--- src/rtl/sysbus_arbiter.sv ---
// ============================================================================
// Module   : sysbus_arbiter
// Brief    : Two-requester (icache/dcache) system bus arbiter with turnaround
//            cycle; optional tenure limit enabled by SYSBUS_ARB_TENURE_EN.
// Revision : 1.0
// ============================================================================
`default_nettype none

module sysbus_arbiter #(
    parameter int BUS_DATA_WIDTH = 64,
    parameter int BUS_TAG_WIDTH  = 13
) (
    input  logic                      clk,
    input  logic                      reset,

    input  logic                      icache_bus_assert,
    input  logic                      icache_bus_reqcyc,
    input  logic                      icache_bus_respack,
    input  logic [BUS_DATA_WIDTH-1:0] icache_bus_req,
    input  logic [BUS_TAG_WIDTH-1:0]  icache_bus_reqtag,
    output logic                      icache_has_bus,
    output logic                      icache_bus_reqack,
    output logic                      icache_bus_respcyc,

    input  logic                      dcache_bus_assert,
    input  logic                      dcache_bus_reqcyc,
    input  logic                      dcache_bus_respack,
    input  logic [BUS_DATA_WIDTH-1:0] dcache_bus_req,
    input  logic [BUS_TAG_WIDTH-1:0]  dcache_bus_reqtag,
    output logic                      dcache_has_bus,
    output logic                      dcache_bus_reqack,
    output logic                      dcache_bus_respcyc,

    input  logic                      bus_reqack,
    input  logic                      bus_respcyc,
    output logic                      bus_reqcyc,
    output logic                      bus_respack,
    output logic [BUS_DATA_WIDTH-1:0] bus_req,
    output logic [BUS_TAG_WIDTH-1:0]  bus_reqtag
);

    typedef enum logic [1:0] {
        IDLE       = 2'd0,
        OWN_I      = 2'd1,
        OWN_D      = 2'd2,
        TURNAROUND = 2'd3
    } state_t;

    typedef enum logic {
        LAST_I = 1'b0,
        LAST_D = 1'b1
    } owner_t;

    state_t r_state;
    state_t w_next_state;
    owner_t r_last_owner;
    owner_t w_next_last_owner;
    logic   r_icache_has_bus;
    logic   r_dcache_has_bus;
    logic   w_expire_i;
    logic   w_expire_d;

`ifdef SYSBUS_ARB_TENURE_EN
    logic [7:0] r_tenure;

    // Ownership is only ever entered from IDLE, so clearing there is the entry clear.
    always_ff @(posedge clk or negedge reset) begin
        if (!reset) begin
            r_tenure <= 8'd0;
        end else if (r_state == IDLE) begin
            r_tenure <= 8'd0;
        end else if ((r_state == OWN_I || r_state == OWN_D) && r_tenure != 8'hFF) begin
            r_tenure <= r_tenure + 8'd1;
        end
    end

    // Counter reads 254 in the 255th owned cycle and would reach 255 on the exit edge.
    assign w_expire_i = (r_tenure == 8'd254) && dcache_bus_assert && !bus_respcyc;
    assign w_expire_d = (r_tenure == 8'd254) && icache_bus_assert && !bus_respcyc;
`else
    assign w_expire_i = 1'b0;
    assign w_expire_d = 1'b0;
`endif

    always_ff @(posedge clk or negedge reset) begin
        if (!reset) begin
            r_state          <= IDLE;
            r_last_owner     <= LAST_D;
            r_icache_has_bus <= 1'b0;
            r_dcache_has_bus <= 1'b0;
        end else begin
            r_state          <= w_next_state;
            r_last_owner     <= w_next_last_owner;
            r_icache_has_bus <= (w_next_state == OWN_I);
            r_dcache_has_bus <= (w_next_state == OWN_D);
        end
    end

    always_comb begin
        w_next_state      = r_state;
        w_next_last_owner = r_last_owner;
        case (r_state)
            IDLE: begin
                if (icache_bus_assert && dcache_bus_assert) begin
                    w_next_state = (r_last_owner == LAST_D) ? OWN_I : OWN_D;
                end else if (icache_bus_assert) begin
                    w_next_state = OWN_I;
                end else if (dcache_bus_assert) begin
                    w_next_state = OWN_D;
                end
            end
            OWN_I: begin
                if (!icache_bus_assert || w_expire_i) begin
                    w_next_state      = TURNAROUND;
                    w_next_last_owner = LAST_I;
                end
            end
            OWN_D: begin
                if (!dcache_bus_assert || w_expire_d) begin
                    w_next_state      = TURNAROUND;
                    w_next_last_owner = LAST_D;
                end
            end
            TURNAROUND: w_next_state = IDLE;
            default:    w_next_state = IDLE;
        endcase
    end

    // Only the current owner reaches the system bus; everything else sees zeros.
    always_comb begin
        bus_reqcyc  = 1'b0;
        bus_respack = 1'b0;
        bus_req     = '0;
        bus_reqtag  = '0;
        case (r_state)
            OWN_I: begin
                bus_reqcyc  = icache_bus_reqcyc;
                bus_respack = icache_bus_respack;
                bus_req     = icache_bus_req;
                bus_reqtag  = icache_bus_reqtag;
            end
            OWN_D: begin
                bus_reqcyc  = dcache_bus_reqcyc;
                bus_respack = dcache_bus_respack;
                bus_req     = dcache_bus_req;
                bus_reqtag  = dcache_bus_reqtag;
            end
            default: ;
        endcase
    end

    assign icache_has_bus     = r_icache_has_bus;
    assign dcache_has_bus     = r_dcache_has_bus;
    assign icache_bus_reqack  = bus_reqack  && (r_state == OWN_I);
    assign dcache_bus_reqack  = bus_reqack  && (r_state == OWN_D);
    assign icache_bus_respcyc = bus_respcyc && (r_state == OWN_I);
    assign dcache_bus_respcyc = bus_respcyc && (r_state == OWN_D);

endmodule

`default_nettype wire

--- config.mk ---
export PLATFORM = sky130hd
export DESIGN_NAME = sysbus_arbiter
export DESIGN_NICKNAME = d
export VERILOG_FILES = /design/src/rtl/sysbus_arbiter.sv
export SDC_FILE = /design/constraint.sdc
export NUM_CORES = 1
export LEC_CHECK = 0
export CORE_AREA = 2 2 96 98
export DETAILED_ROUTE_END_ITERATION = 7
export DIE_AREA = 0 0 98 100
export MAX_ROUTING_LAYER = met4
export PLACE_DENSITY_LB_ADDON = 0.12
export REMOVE_ABC_BUFFERS = 1
export SLEW_MARGIN = 30
export SYNTH_ARGS = -nofsm -noshare
export SYNTH_HDL_FRONTEND = slang
export SYNTH_SLANG_ARGS = --single-unit
export TNS_END_PERCENT = 30
--- constraint.sdc ---
create_clock -name clk -period 4.9 [get_ports clk]
set_clock_uncertainty 0.05 [all_clocks]
set_input_delay 0.98 -clock clk [delete_from_list [all_inputs] [get_ports clk]]
set_output_delay 0.98 -clock clk [all_outputs]
set_load 0.005 [all_outputs]
# == Word level (Yosys, flattened, before mapping) ==
# Index checks and enable logic that the tools add are counted.
# W data, S select, Z words.
# word_totals
reg_bits,5
inputBits,164
out_inout_bits,85
wordCells,33
# classes
eq_ne,7
mux,14
reduce_logical,8
# op_table
op,count
$pmux W64 S2,1
$pmux W13 S2,1
$mux W2,6
$pmux W2 S4,1
$eq A2 B2 Y1 const B,3
$pmux W1 S2,3
$logic_and A1 B1 Y1,5
$eq A2 B1 Y1 const B,2
$ne A2 B2 Y1 const B,2
$reduce_and A3 Y1,1
$logic_not A2 Y1,1
$mux W1,2
$reduce_bool A2 Y1,1

# == Logic depth before layout (Yosys ltp) ==
# Gate-level depths: netlist of run 1.
# logic_depth
ltp_word,5
depth_mapped,6
ltp_nobuf,5

# == Worst setup path after synthesis of run 1 ==
# Ideal clock, no wire load.
# synth_timing
kind,flip-flop to output port
from,register r_state[1]
to,output port bus_req[36]
t_arrival_ns,1.277
t_required_ns,3.870
slack_ns,2.593
path_stages_with_launch,6
n_path_buf,2
path_cell_list,dfrtp_1 > inv_1 > ha_1 > buf_2 > buf_4 > nor2b_1
# synth_between
elab_chain_cells,2
elab_cells_between_ends,3
classes_between,eq/ne: 2; mux: 1
# synth_rtl
item,line_no,text
from (decl),54,state_t r_state;
from (signal assigned),92,r_state <= w_next_state;
$eq A2 B2 Y1 / $eq A2 B1 Y1 (equally long branches),135,case (r_state)
$pmux W64 S2 *,135,
to (decl),38,"output logic [BUS_DATA_WIDTH-1:0] bus_req,"
# Every way passes the cells marked *; elsewhere a longest branch is shown, timed or not.

# == Worst setup path after layout of run 1 ==
# layout_timing
from,register r_state[0]
to,output port bus_req[60]
# Same word-level chain as after synthesis.

==> impl_metrics.tcl, run 1 <==
set metrics [dict create \
    status "completed" \
    globalRouteOverflowTotal 0 \
    synthSimpleGateAreaFrac 0.356 \
    worstPathCellList "inv_1, ha_2, buf_12, a22oi_1, nor2b_1, clkdlybuf4s50_1" \
    crit_slowest_cell "ha_2" \
    via_per_inst 4.61 \
    ys_seq_area_frac 0.0792 \
    first_pass_iters 6 \
    rsz0062_at_grt "false" \
    setup_viol 0 \
    avgSynthCellArea_um2 7.15 \
    cts_tree "done" \
    gp_congestion 0.784 \
    portBuffers 248 \
    coreArea_um2 8890 \
    seqCellArea_um2 126 \
    crit_fanout 52 \
    ff2ff_path_depth 5 \
    rrSetupSlack_ps 2870 \
    hold_path_class "reg2reg" \
    synth_area_leader_cell "a22oi_1" \
    cts_buffers 3 \
    worst_setup_path_end_kind "primary output" \
    multi_input_comb_area_um2 1330 \
    die-height_um 100 \
    cp-start-kind "register" \
    slew_headroom 0.580 \
    post-route-period-util 0.735 \
    power_density_nw_per_um2 502 \
    mostFrequentLayoutCells "248 x clkdlybuf4s50_1, 80 x nor2b_1, 79 x a22oi_1" \
    slew_violations 0 \
    startpoint "r_state[0]" \
    start_util 0.179 \
    synth-compound-area-share 0.433 \
    cts_resized 0 \
    syn_to_final_growth_pct 162 \
    yosys_warnings 0 \
    synth_cell_type_count 26 \
    p_comb_frac 0.924 \
    synth_area_um2 1600 \
    max_stage_delay_ps 610 \
    irDropWorstVdd_uv 215 \
    drive_gt1_frac 0.0310 \
    grt_max_degree 62 \
    drv_cap 0 \
    dpl.hpwl_um 7310 \
    fin_setup_tns_ps 0 \
    power_frac_seq 0.040 \
    fillers 905 \
    ys_ff_latch 5 \
    totalWireLength_um 9290 \
    cts-htree-levels 1 \
    antenna_cells 0 \
    hold_path_depth 1 \
    worstPathRequired_ps 3870 \
    netlist_instances 223 \
    critPathKind "reg2out" \
    synthMuxAreaShare 0 \
    grt_pass1_wl_um 13600 \
    layout.nets 622 \
    drt_iter0_drc 48 \
    fin_area_um2 4180 \
    fin_crit_ps 3600 \
    clock_path_buffers 2 \
    root_buffer "clkbuf_8" \
    antenna_found_initial 0 \
    tightest_slew_ps 630 \
    synth_top_family_by_area "compound AO/OA/AOI/OAI gates" \
    insertion_delay_ps 220 \
    leakage_nw 1.43 \
    max_freq_mhz 278 \
    post_cts_buffers 0 \
    hold_viol 0 \
    p_int_mw 1.26 \
    antenna_left 0 \
    synthXorXnorAreaFrac 0 \
    worstPathArrival_ps 2570 \
    final_common_cell "clkdlybuf4s50_1" \
    grt_pass1_vias 2530 \
    yosys-top-cells-area "a22oi_1 37%, nor2b_1 31%, dfrtp_1 6.3%" \
    drc 0 \
    dieArea_um2 9800 \
    io_pins 249 \
    place_area_um2 4140 \
    grt_usage 0.173 \
    r2r-end "icache_has_bus" \
    rows 35 \
    die_w_um 98 \
    r2r_start "r_state[0]" \
    wl_per_cell_um 16.5 \
    p_clk_frac 0.037 \
    clk_pin_slew_ps 40 \
    clock_sinks 5 \
    switchingPower_uw 839 \
    cp-endpoint "bus_req[60]" \
    yosysTopAreaCellShare 0.372 \
    yosys.area_share.adder 0.0392 \
    vias 2594 \
    swShare 0.400 \
    hold_buffers 0 \
]
==> through the flow <==
stage / utilization / instances / power [mW] / hold WS, ps / setup slack (ps)
after detailed placement: 0.465 / 559 / 2.04 / 430 / 1520
final: 0.470 / 563 / 2.10 / 434 / 1300
after CTS: 0.470 / 563 / 2.13 / 435 / 1250
after global placement: 0.465 / 559 / 2.04 / 425 / 1500
after global routing: 0.470 / 563 / 2.28 / 447 / 1120
after floorplan: - / 197 / 0.998 / 416 / 1460
==> per-layer routing <==
metal,up-vias,routed length [µm],global-route usage
met5,-,0,-
met4,0,129,0.0342
met3,10,538,0.0216
met2,126,4740,0.313
met1,1182,3880,0.208
li1,1276,-,-
==> registers in the layout (all words and copies together), names as in the netlist <==
signal,flops
dcache_has_bus,1
r_state,2
icache_has_bus,1
r_last_owner,1
==> worst max-delay path, delay by kind of cell, from the launching register on <==
family	cells	cell delay [ps]
buffers and inverters	3	1020
adder cells (fa/ha/maj)	1	610
flip-flops	1	420
AND/OR/NAND/NOR	1	150
AO/OA/AOI/OAI	1	130
==> how the worst min path moves through the flow <==
| stage | startpoint | end | slack, ps |
|---|---|---|---|
| finish | r_last_owner | r_last_owner | 430 |
| global route | r_last_owner | r_last_owner | 450 |
| CTS | r_last_owner | r_last_owner | 430 |
| detailed placement | r_last_owner | r_last_owner | 430 |
| global placement | r_last_owner | r_last_owner | 420 |
| floorplan | r_last_owner | r_last_owner | 420 |
==> final cells by class <==
class                           count  area share
Clock inverter                      1     0.00120
Clock buffer                        3     0.00987
Timing Repair Buffer              251       0.605
Multi-Input combinational cell    189       0.318
Inverter                            3     0.00269
Sequential cell                     5      0.0302
Tap cell                          111      0.0332
==> power by group through the flow <==
stage | clock network, mW | logic [mW] | registers (mW)
CTS | 0.0776 | 1.97 | 0.0832
global placement | 0 | 1.96 | 0.0819
global route | 0.0810 | 2.11 | 0.0864
floorplan | 0 | 0.918 | 0.0802
detailed placement | 0 | 1.96 | 0.0834
finish | 0.0766 | 1.94 | 0.0830
==> cells in the mapped netlist <==
cell type  count
o211ai_1       1
a22o_1         1
nor2_1         2
and2_1         4
ha_1           5
dfstp_2        1
buf_2         16
dfrtp_1        4
nand2b_1       2
buf_6          1
o32ai_2        1
or2b_1         1
inv_1          2
clkbuf_1       6
a22oi_1       79
o2bb2ai_1      1
o21ai_0        1
a21o_1         1
o21a_1         1
o311ai_0       1
buf_4          3
a211oi_2       1
nor2b_1       80
inv_2          1
a21oi_1        3
nand2_1        4
==> logic make-up after synthesis <==
group                    Yosys count
AO/OA/AOI/OAI                     91
adder cells (fa/ha/maj)            5
buffers and inverters             29
flip-flops                         5
AND/OR/NAND/NOR                   93
No activity file was read; power rests on OpenSTA's default activity.
==> run 2, diff against run 1 <==
clock period = 3.3 ns   (was 4.9 ns; I/O delays follow)
==> run 2 against run 1 <==
- clock-buffer cell count did not move
- largest power group unchanged
- critical path depth did not move
- largest cell class unchanged
- combinational power rose by 55%
- sequential power rose by 49%
- global-route usage rose by 0.36 points
==> impl_metrics.tcl, run 2 (synthesis gave the netlist of run 1 again) <==
set metrics [dict create \
    drc 0 \
    setup_viol 0 \
    grt_pass1_vias 2494 \
    cts_tree "done" \
    drt_iter0_drc 72 \
    insertion_delay_ps 220 \
    cts_resized 0 \
    whs_endpoint "r_last_owner" \
    clk_pin_slew_ps 40 \
    die-height_um 100 \
    antenna_left 0 \
    hold-worst-slack_ps 434 \
    worst_setup_path_end_kind "primary output" \
    slew_headroom 0.739 \
    grt_max_degree 54 \
    post_cts_buffers 0 \
    start_util 0.179 \
    crit_fanout 23 \
    root_buffer "clkbuf_8" \
    rrSetupSlack_ps 1630 \
    worstPathRequired_ps 2590 \
    worstPathArrival_ps 2290 \
    first_pass_iters 4 \
    rsz0062_at_grt "false" \
    tightest_slew_ps 392 \
    fin_setup_tns_ps 0 \
    placed_cells 563 \
    slew_violations 0 \
    hold_path_class "reg2reg" \
    grt_pass1_wl_um 13600 \
    final_common_cell "clkdlybuf4s50_1" \
    via_per_inst 4.62 \
    globalRouteOverflowTotal 0 \
    cts-htree-levels 1 \
    antenna_cells 0 \
    critPathKind "reg2out" \
    dpl.hpwl_um 7480 \
    leakage_nw 1.46 \
    die_w_um 98 \
    layout.nets 626 \
    gp_congestion 0.830 \
    drive_gt1_frac 0.0395 \
    hp-start "r_last_owner" \
    portBuffers 248 \
    vias 2621 \
    place_area_um2 4190 \
    irDropWorstVdd_uv 385 \
    fin_crit_ps 3000 \
    place_ws_ps 518 \
    drv_cap 0 \
    hold_path_depth 1 \
    status "completed" \
    max_freq_mhz 333 \
    coreArea_um2 8890 \
    wl_per_cell_um 16.5 \
    ff2ff_path_depth 5 \
    cts_buffers 3 \
    rows 35 \
    syn_to_final_growth_pct 166 \
    regMostFlops "r_state" \
    antenna_found_initial 0 \
    totalWireLength_um 9340 \
    largest_reg_flops 2 \
    clock_path_buffers 2 \
    mostFrequentLayoutCells "248 x clkdlybuf4s50_1, 80 x nor2b_1, 79 x a22oi_1" \
    clock_sinks 5 \
    grt_usage 0.177 \
    r2r-end "r_last_owner" \
    post-route-period-util 0.910 \
    fin_cells 567 \
    fin_area_um2 4240 \
    hold_buffers 0 \
    power_density_nw_per_um2 764 \
    dieArea_um2 9800 \
    r2r_start "r_state[1]" \
    cp-start-kind "register" \
    fin_ws_ps 298 \
    hold_viol 0 \
    io_pins 249 \
]
[run 2: changes by cell type in the layout (fill, tap and decap cells not counted), sizes merged]
cell and change:
buf +4
[run 2: worst max-delay path, stage by stage (launching register included)]
cell and delay, ps:
dfrtp_1 430, inv_1 130, ha_2 410, buf_4 350
a22oi_1 110, nor2b_1 120, clkdlybuf4s50_1 510
[run 2: stage by stage]
stage	total power [mW]	utilization
2_1_floorplan	1.48	-
3_3_place_gp	3.16	0.471
3_5_place_dp	3.15	0.471
4_1_cts	3.29	0.477
5_1_grt	3.52	0.477
6_report	3.24	0.477
[run 2: how the worst max path moves through the flow]
| stage | endpoint | depth (start not counted) | start | slack [ps] |
|---|---|---|---|---|
| after detailed placement | bus_req[8] | 6 | r_state[1] | 520 |
| after floorplan | bus_req[0] | 4 | r_state[0] | 180 |
| after global placement | bus_req[26] | 6 | r_state[1] | 510 |
| after CTS | bus_req[2] | 6 | r_state[1] | 270 |
| after global routing | bus_req[2] | 6 | r_state[1] | 80 |
| final | bus_req[34] | 6 | r_state[1] | 300 |
[run 2: layer usage]
metal,routed length (µm),GRT usage
met5,0,-
met4,88,0.0321
met3,719,0.0348
met2,4970,0.321
met1,3560,0.205
[run 2: power by group]
part	switching [mW]	internal [mW]	total, mW
sequential	0.0267	0.0972	0.124
clock	0.0318	0.0812	0.113
combinational	1.21	1.79	3.00
total	1.27	1.97	3.24
[run 2: final cells by class]
| type | count | area, µm² |
|---|---|---|
| clock buffer | 3 | 41.3 |
| tap | 111 | 139 |
| clock inverter | 1 | 5.00 |
| inverter | 3 | 11.3 |
| multi-input combinational | 189 | 1330 |
| sequential | 5 | 126 |
| fill | 873 | 4650 |
| timing repair buffer | 255 | 2580 |
